[src/rtl/seq_divider_pkg.sv]
// seq_divider_pkg: shared definitions for the sequential restoring divider.
//   state_e - FSM state encoding (IDLE, RUN, FIX, DONE)
//   clog2   - bit width needed to count 0..value-1 (minimum 1)
package seq_divider_pkg;

  typedef enum logic [1:0] {
    IDLE = 2'b00,
    RUN  = 2'b01,
    FIX  = 2'b10,
    DONE = 2'b11
  } state_e;

  function automatic int clog2(input int value);
    int r;
    r = 1;
    for (int i = 1; i < 32; i++) begin
      if ((1 << i) < value) r = i + 1;
    end
    return r;
  endfunction

endpackage

[src/rtl/seq_divider_df_ac.sv]
// df_ac: D flop with enable and asynchronous active-low clear. Member of the
// df flop family, used where state must drop to zero the moment reset asserts.
//   clk     - rising-edge clock
//   clr_n_i - asynchronous active-low clear (q_o -> 0)
//   en_i    - load enable
//   d_i     - data in  [WIDTH-1:0]
//   q_o     - data out [WIDTH-1:0]
module df_ac #(
  parameter int WIDTH = 1
) (
  input  logic             clk,
  input  logic             clr_n_i,
  input  logic             en_i,
  input  logic [WIDTH-1:0] d_i,
  output logic [WIDTH-1:0] q_o
);

  always_ff @(posedge clk or negedge clr_n_i) begin
    if (!clr_n_i) begin
      q_o <= '0;
    end else if (en_i) begin
      q_o <= d_i;
    end
  end

endmodule

[src/rtl/seq_divider_div_step.sv]
// div_step: one combinational radix-2 restoring division step.
//   rem_i  - partial remainder magnitude before the step [WIDTH-1:0]
//   bit_i  - next dividend bit shifted in below the remainder
//   dsr_i  - divisor magnitude [WIDTH:0]
//   rem_o  - partial remainder after the step
//   qbit_o - quotient bit produced by the step
module div_step #(
  parameter int WIDTH = 8
) (
  input  logic [WIDTH-1:0] rem_i,
  input  logic             bit_i,
  input  logic [WIDTH:0]   dsr_i,
  output logic [WIDTH-1:0] rem_o,
  output logic             qbit_o
);

  logic [WIDTH:0] shifted;
  logic [WIDTH:0] diff;

  // The incoming remainder is always below the divisor magnitude
  // (<= 2^(WIDTH-1)), so the shifted value is below 2^WIDTH and a WIDTH+1-bit
  // subtract has a trustworthy sign bit.
  always_comb begin
    shifted = {rem_i, bit_i};
    diff    = shifted - dsr_i;
    qbit_o  = ~diff[WIDTH];
    rem_o   = qbit_o ? diff[WIDTH-1:0] : shifted[WIDTH-1:0];
  end

endmodule

[src/rtl/seq_divider.sv]
// seq_divider: sequential radix-2 restoring signed divider, one step per clock.
//
// Handshake: start is accepted only in IDLE. busy is high while the
// operation runs (RUN and FIX). done is a one-cycle pulse; quotient,
// remainder, dbz and ovf are valid from that cycle and hold until the next
// accepted start (dbz/ovf clear at acceptance, results update in FIX).
//
// Ports:
//   clk       - rising-edge clock
//   reset_    - asynchronous active-low reset
//   start     - operation request
//   dividend  - signed dividend [WIDTH-1:0]
//   divisor   - signed divisor  [WIDTH-1:0]
//   quotient  - signed quotient, truncated toward zero
//   remainder - signed remainder, sign follows the dividend
//   busy      - operation in progress
//   done      - single-cycle completion pulse
//   dbz       - divide-by-zero flag
//   ovf       - overflow flag (most-negative / -1)
module seq_divider #(
  parameter int WIDTH = 8
) (
  input  logic             clk,
  input  logic             reset_,
  input  logic             start,
  input  logic [WIDTH-1:0] dividend,
  input  logic [WIDTH-1:0] divisor,
  output logic [WIDTH-1:0] quotient,
  output logic [WIDTH-1:0] remainder,
  output logic             busy,
  output logic             done,
  output logic             dbz,
  output logic             ovf
);

  import seq_divider_pkg::*;

  localparam int CW = clog2(WIDTH);
  localparam logic [CW-1:0]    CNT_LAST = CW'(WIDTH - 1);
  localparam logic [CW-1:0]    CNT_ONE  = CW'(1);
  localparam logic [WIDTH-1:0] MOST_NEG = {1'b1, {(WIDTH-1){1'b0}}};
  localparam logic [WIDTH-1:0] ONE      = WIDTH'(1);

  state_e            state_q;
  logic [CW-1:0]     cnt_q;
  logic [WIDTH-1:0]  prem_q;     // partial remainder magnitude
  logic [WIDTH-1:0]  dvd_q;      // dividend magnitude; quotient bits shift in at the bottom
  logic [WIDTH:0]    dsr_q;      // divisor magnitude
  logic [WIDTH-1:0]  dvd_raw_q;  // dividend as given, returned as remainder on divide-by-zero
  logic              qneg_q;
  logic              rneg_q;
  logic              dbz_pend_q;
  logic              ovf_pend_q;
  logic              busy_q;
  logic              done_q;

  // Operand magnitudes. The dividend magnitude is kept as an unsigned
  // WIDTH-bit field, which still holds 2^(WIDTH-1); the divisor magnitude is
  // WIDTH+1 bits because it feeds the WIDTH+1-bit trial subtract.
  logic [WIDTH-1:0] dvd_mag;
  logic [WIDTH:0]   dsr_ext;
  logic [WIDTH:0]   dsr_mag;

  always_comb begin
    dvd_mag = dividend[WIDTH-1] ? (~dividend + ONE) : dividend;
    dsr_ext = {divisor[WIDTH-1], divisor};
    dsr_mag = divisor[WIDTH-1] ? (-dsr_ext) : dsr_ext;
  end

  logic [WIDTH-1:0] step_rem;
  logic             step_qbit;

  div_step #(.WIDTH(WIDTH)) u_step (
    .rem_i  (prem_q),
    .bit_i  (dvd_q[WIDTH-1]),
    .dsr_i  (dsr_q),
    .rem_o  (step_rem),
    .qbit_o (step_qbit)
  );

  logic accept;
  assign accept = (state_q == IDLE) && start;

  always_ff @(posedge clk or negedge reset_) begin
    if (!reset_) begin
      state_q    <= IDLE;
      cnt_q      <= '0;
      prem_q     <= '0;
      dvd_q      <= '0;
      dsr_q      <= '0;
      dvd_raw_q  <= '0;
      qneg_q     <= 1'b0;
      rneg_q     <= 1'b0;
      dbz_pend_q <= 1'b0;
      ovf_pend_q <= 1'b0;
      busy_q     <= 1'b0;
      done_q     <= 1'b0;
    end else begin
      case (state_q)
        IDLE: begin
          done_q <= 1'b0;
          if (start) begin
            dvd_q      <= dvd_mag;
            dsr_q      <= dsr_mag;
            dvd_raw_q  <= dividend;
            qneg_q     <= dividend[WIDTH-1] ^ divisor[WIDTH-1];
            rneg_q     <= dividend[WIDTH-1];
            prem_q     <= '0;
            cnt_q      <= CNT_LAST;
            dbz_pend_q <= (divisor == '0);
            ovf_pend_q <= (dividend == MOST_NEG) && (divisor == '1);
            busy_q     <= 1'b1;
            state_q    <= (divisor == '0) ? FIX : RUN;
          end
        end
        RUN: begin
          prem_q <= step_rem;
          dvd_q  <= {dvd_q[WIDTH-2:0], step_qbit};
          if (cnt_q == '0) begin
            state_q <= FIX;
          end else begin
            cnt_q <= cnt_q - CNT_ONE;
          end
        end
        FIX: begin
          busy_q  <= 1'b0;
          done_q  <= 1'b1;
          state_q <= DONE;
        end
        DONE: begin
          done_q  <= 1'b0;
          state_q <= IDLE;
        end
        default: begin
          busy_q  <= 1'b0;
          done_q  <= 1'b0;
          state_q <= IDLE;
        end
      endcase
    end
  end

  assign busy = busy_q;
  assign done = done_q;

  // Result registers: loaded only in FIX so the previous results stay
  // visible while a new operation runs. Flags clear on acceptance.
  logic             res_en;
  logic             flag_en;
  logic [WIDTH-1:0] quot_d;
  logic [WIDTH-1:0] rem_d;
  logic [1:0]       flags_d;
  logic [1:0]       flags_q;

  always_comb begin
    res_en  = (state_q == FIX);
    flag_en = accept || res_en;
    flags_d = res_en ? {dbz_pend_q, ovf_pend_q} : 2'b00;
    quot_d  = qneg_q ? (~dvd_q + ONE) : dvd_q;
    rem_d   = rneg_q ? (~prem_q + ONE) : prem_q;
    if (dbz_pend_q) begin
      quot_d = '1;
      rem_d  = dvd_raw_q;
    end else if (ovf_pend_q) begin
      quot_d = MOST_NEG;
      rem_d  = '0;
    end
  end

  df_ac #(.WIDTH(WIDTH)) u_quot_q (
    .clk     (clk),
    .clr_n_i (reset_),
    .en_i    (res_en),
    .d_i     (quot_d),
    .q_o     (quotient)
  );

  df_ac #(.WIDTH(WIDTH)) u_rem_q (
    .clk     (clk),
    .clr_n_i (reset_),
    .en_i    (res_en),
    .d_i     (rem_d),
    .q_o     (remainder)
  );

  df_ac #(.WIDTH(2)) u_flags_q (
    .clk     (clk),
    .clr_n_i (reset_),
    .en_i    (flag_en),
    .d_i     (flags_d),
    .q_o     (flags_q)
  );

  assign dbz = flags_q[1];
  assign ovf = flags_q[0];

endmodule

[config.mk]
export PLATFORM = sky130hd
export DESIGN_NAME = seq_divider
export DESIGN_NICKNAME = d
export VERILOG_FILES = /design/src/rtl/seq_divider_pkg.sv /design/src/rtl/seq_divider_df_ac.sv /design/src/rtl/seq_divider_div_step.sv /design/src/rtl/seq_divider.sv
export SDC_FILE = /design/constraint.sdc
export NUM_CORES = 1
export LEC_CHECK = 0
export CAP_MARGIN = 5
export CORE_ASPECT_RATIO = 0.9
export CORE_MARGIN = 2
export CORE_UTILIZATION = 25
export CTS_CLUSTER_SIZE = 28
export DETAILED_ROUTE_END_ITERATION = 10
export GPL_ROUTABILITY_DRIVEN = 0
export PLACE_DENSITY_LB_ADDON = 0.08
export SLEW_MARGIN = 10
export SYNTH_ARGS = -nofsm -noshare
export SYNTH_HDL_FRONTEND = slang
export SYNTH_SLANG_ARGS = --single-unit
[constraint.sdc]
create_clock -name clk -period 2.8 [get_ports clk]
set_input_delay 0.28 -clock clk [delete_from_list [all_inputs] [get_ports clk]]
set_output_delay 0.28 -clock clk [all_outputs]
set_load 0.05 [all_outputs]
==> results.yml <==
status:
  outcome: "finished clean"
synth:
  syn_avg_cell_area_sq_um: 9.31
  netlist_area_sq_um: 5210
  ys_ff_latch: 90
  yosysWarnings: 0
  synth_compound_area_frac: 0.132
  synth_top_family_by_area: "simple AND/OR/NAND/NOR gates"
  synth_edf_count: 0
  netlist-cell-type-count: 55
  synthAdderAreaFrac: 0.0470
  syn_inst: 560
  synth_top_area_cell: "dfrtp_1"
  synth_nets: 598
  seq_area_frac_synth: 0.432
  netlist.area_leader.share: 0.432
  ys_async_sr_fraction: 1.00
  synthSimpleGateAreaFrac: 0.213
  synth-xor-area-share: 0.0924
  ys.flop_type: "dfrtp_1"
  yosysMostFrequentCell: "dfrtp_1"
  synth_mux_area_frac: 0.0422
  synthTopCellsByCount: "90 x dfrtp_1, 58 x nor2_1, 46 x nand2_1"
  synth_top_cells_by_area: "dfrtp_1 43%, xnor2_1 7.4%, ha_1 4.3%, nor2_1 4.2%, a21oi_1 4.0%"
power:
  switching_share: 0.451
  ir_drop_v: 0.000535
  leakagePower_nw: 2.73
  clkPwrFrac: 0.147
  internal_power_w: 0.00447
  finalPower_w: 0.00815
  p_switching_w: 0.00367
  p_per_area_nw_per_um2: 1280
  p_comb_frac: 0.569
  seqPwrFrac: 0.284
global_routing:
  grt_pass1_wl_um: 23000
  grt_pass1_vias: 4174
  grt_antenna_before_repair: 0
  grt_overflow: 0
  grt_use_total: 0.134
  grt_max_degree: 52
sta:
  grt_setup_unrepaired: "false"
  setup_violations: 0
  fmax_ghz: 0.389
  period_minus_slack_ps: 2570
  clock_skew_ps: 7.47
  worst_slew_pin_slew_ps: 758
  fin_setup_tns_ps: 0
  finalMaxSlewViolations: 0
  post-route-period-util: 0.917
  hold_viol: 0
  relSlewSlack: 0.495
  hold-worst-slack_ps: 460
hold_path:
  min_path_type: "input pin to asynchronous set/reset pin"
clock_tree:
  ctsHtreeMaxLevel: 3
  tritoncts: "yes"
  insertion_delay_ps: 350
  clkTransAtPathRegs_ps: 70
  clockBufferDepth: 2
  root_buffer: "clkbuf_16"
  cts_buffers: 9
  cts_sinks: 90
cells_and_area:
  fin_util: 0.308
  layout.nets: 651
  layout-drive-gt1-share: 0.128
  finalInstanceArea_sq_um: 6360
  num_antenna_cells: 0
  syn_to_final_growth_pct: 22.0
floorplanning:
  placementRows: 50
  core-area_sq_um: 20600
  ios: 39
  die_area_sq_um: 22000
  fp.dieH_um: 141
  die_w_um: 156
  initial_core_util: 0.252
worst_setup_path:
  crit_required_ps: 3020
  cp-start-kind: "flip-flop"
  critPathCaptureType: "flip-flop"
  crit_fanout: 6
  critical_path_class: "flip-flop to flip-flop"
  crit_arrival_ps: 2790
routing:
  drt_iter0_drc: 245
  ant_nets: 0
  via_per_inst: 4.70
  wl_um: 13800
  dr_total_vias: 4119
  drc: 0
  avgRoutedWirePerCell_um: 15.7
  drt-pass1-iter-count: 4
run:
  drv_cap: 0
place:
  placed_cell_area_sq_um: 6020
  dp_hpwl_um: 9720
  port_buffers: 38
## stage by stage
stage	setup slack [ps]	cells
6_report	232	877
5_1_grt	0.769	877
4_1_cts	50.0	873
3_5_place_dp	84.2	857
3_3_place_gp	176	857
2_1_floorplan	91.4	560
## placed cells by master, fill, tap and decap left out, types with 6 or more instances in the layout
cell type / count
dfrtp_1: 90
xnor2_1: 44
clkbuf_16: 9
mux2_2: 8
nor3_1: 18
a21oi_1: 42
xor2_1: 11
ha_1: 17
clkdlybuf4s50_1: 37
nor4_1: 10
mux2i_1: 12
nor2_1: 57
or3_1: 19
buf_4: 29
o31ai_1: 8
nand4_1: 6
inv_1: 27
nand2_1: 46
o21ai_0: 38
## power groups by stage
stage | Combinational (W) | Sequential, W | Clock [W]
floorplan | 0.00285 | 0.00267 | 0
global placement | 0.00454 | 0.00233 | 0
detailed placement | 0.00455 | 0.00233 | 0
CTS | 0.00457 | 0.00232 | 0.00125
global route | 0.00520 | 0.00241 | 0.00129
finish | 0.00464 | 0.00231 | 0.00120
## path summary, 6_finish.rpt
kind                          start   endpoint  slack [ps]  cells past startpoint
max                        dvd_q[7]  prem_q[1]         230                     12
min                          reset_  cnt_q[22]         460                      2
max reg2reg                dvd_q[7]  prem_q[1]         230                     12
min reg2reg                dsr_q[6]   dsr_q[6]         480                      2
max in group asynchronous    reset_   dsr_q[3]        1650                      3
min in group clk           dsr_q[6]   dsr_q[6]         480                      2
## routing by layer
layer	share of wire	routed length [um]	track usage	vias up
met5	0	0	0	-
met4	0.012	167	0.0377	0
met3	0.021	295	0.0258	14
met2	0.45	6200	0.204	37
met1	0.52	7110	0.193	1997
li1	-	-	-	2071
## cell families after synthesis
family,count (synthesis)
adders and majority gates,19
xor gates and xnor gates,55
and+or+nand+nor,205
DFF,90
buffers and inverters,54
muxes,21
AOI/OAI and AO/OA,116
## layout make-up
| class | instances | area [sq um] |
|---|---|---|
| clock buffers | 12 | 256 |
| clock inverters | 3 | 23.8 |
| well taps | 260 | 325 |
| fillers | 2155 | 14300 |
| repair buffers | 69 | 623 |
| multi-input cells | 416 | 2780 |
| flip-flops and latches | 90 | 2250 |
| inverters | 27 | 101 |
## worst max-delay path, cell delays in order (launching register included)
cell and delay, ps:
dfrtp_1 370, inv_1 80, ha_2 170, inv_1 50, fa_2 340, a21o_1 220
a2111oi_4 280, buf_4 160, a21oi_1 80, xnor2_1 190, buf_4 210, mux2i_1 200
o21ai_0 90
## sequential cells by signal, indices dropped and copies added (netlist names)
signal         cells
dbz_pend_q         1
dvd_raw_q          8
busy               1
cnt_q             32
prem_q             8
u_quot_q.q_o       8
dsr_q              9
dvd_q              8
ovf_pend_q         1
done               1
state_q            2
u_rem_q.q_o        8
u_flags_q.q_o      2
qneg_q             1
## timing repair
item	in CTS	in global routing
resized for setup	0	8
hold buffers	1	0
endpoints found under the setup margin	0	9
hold endpoints to repair	39	0
setup buffers	0	3
(Power assumes the default switching activity.)
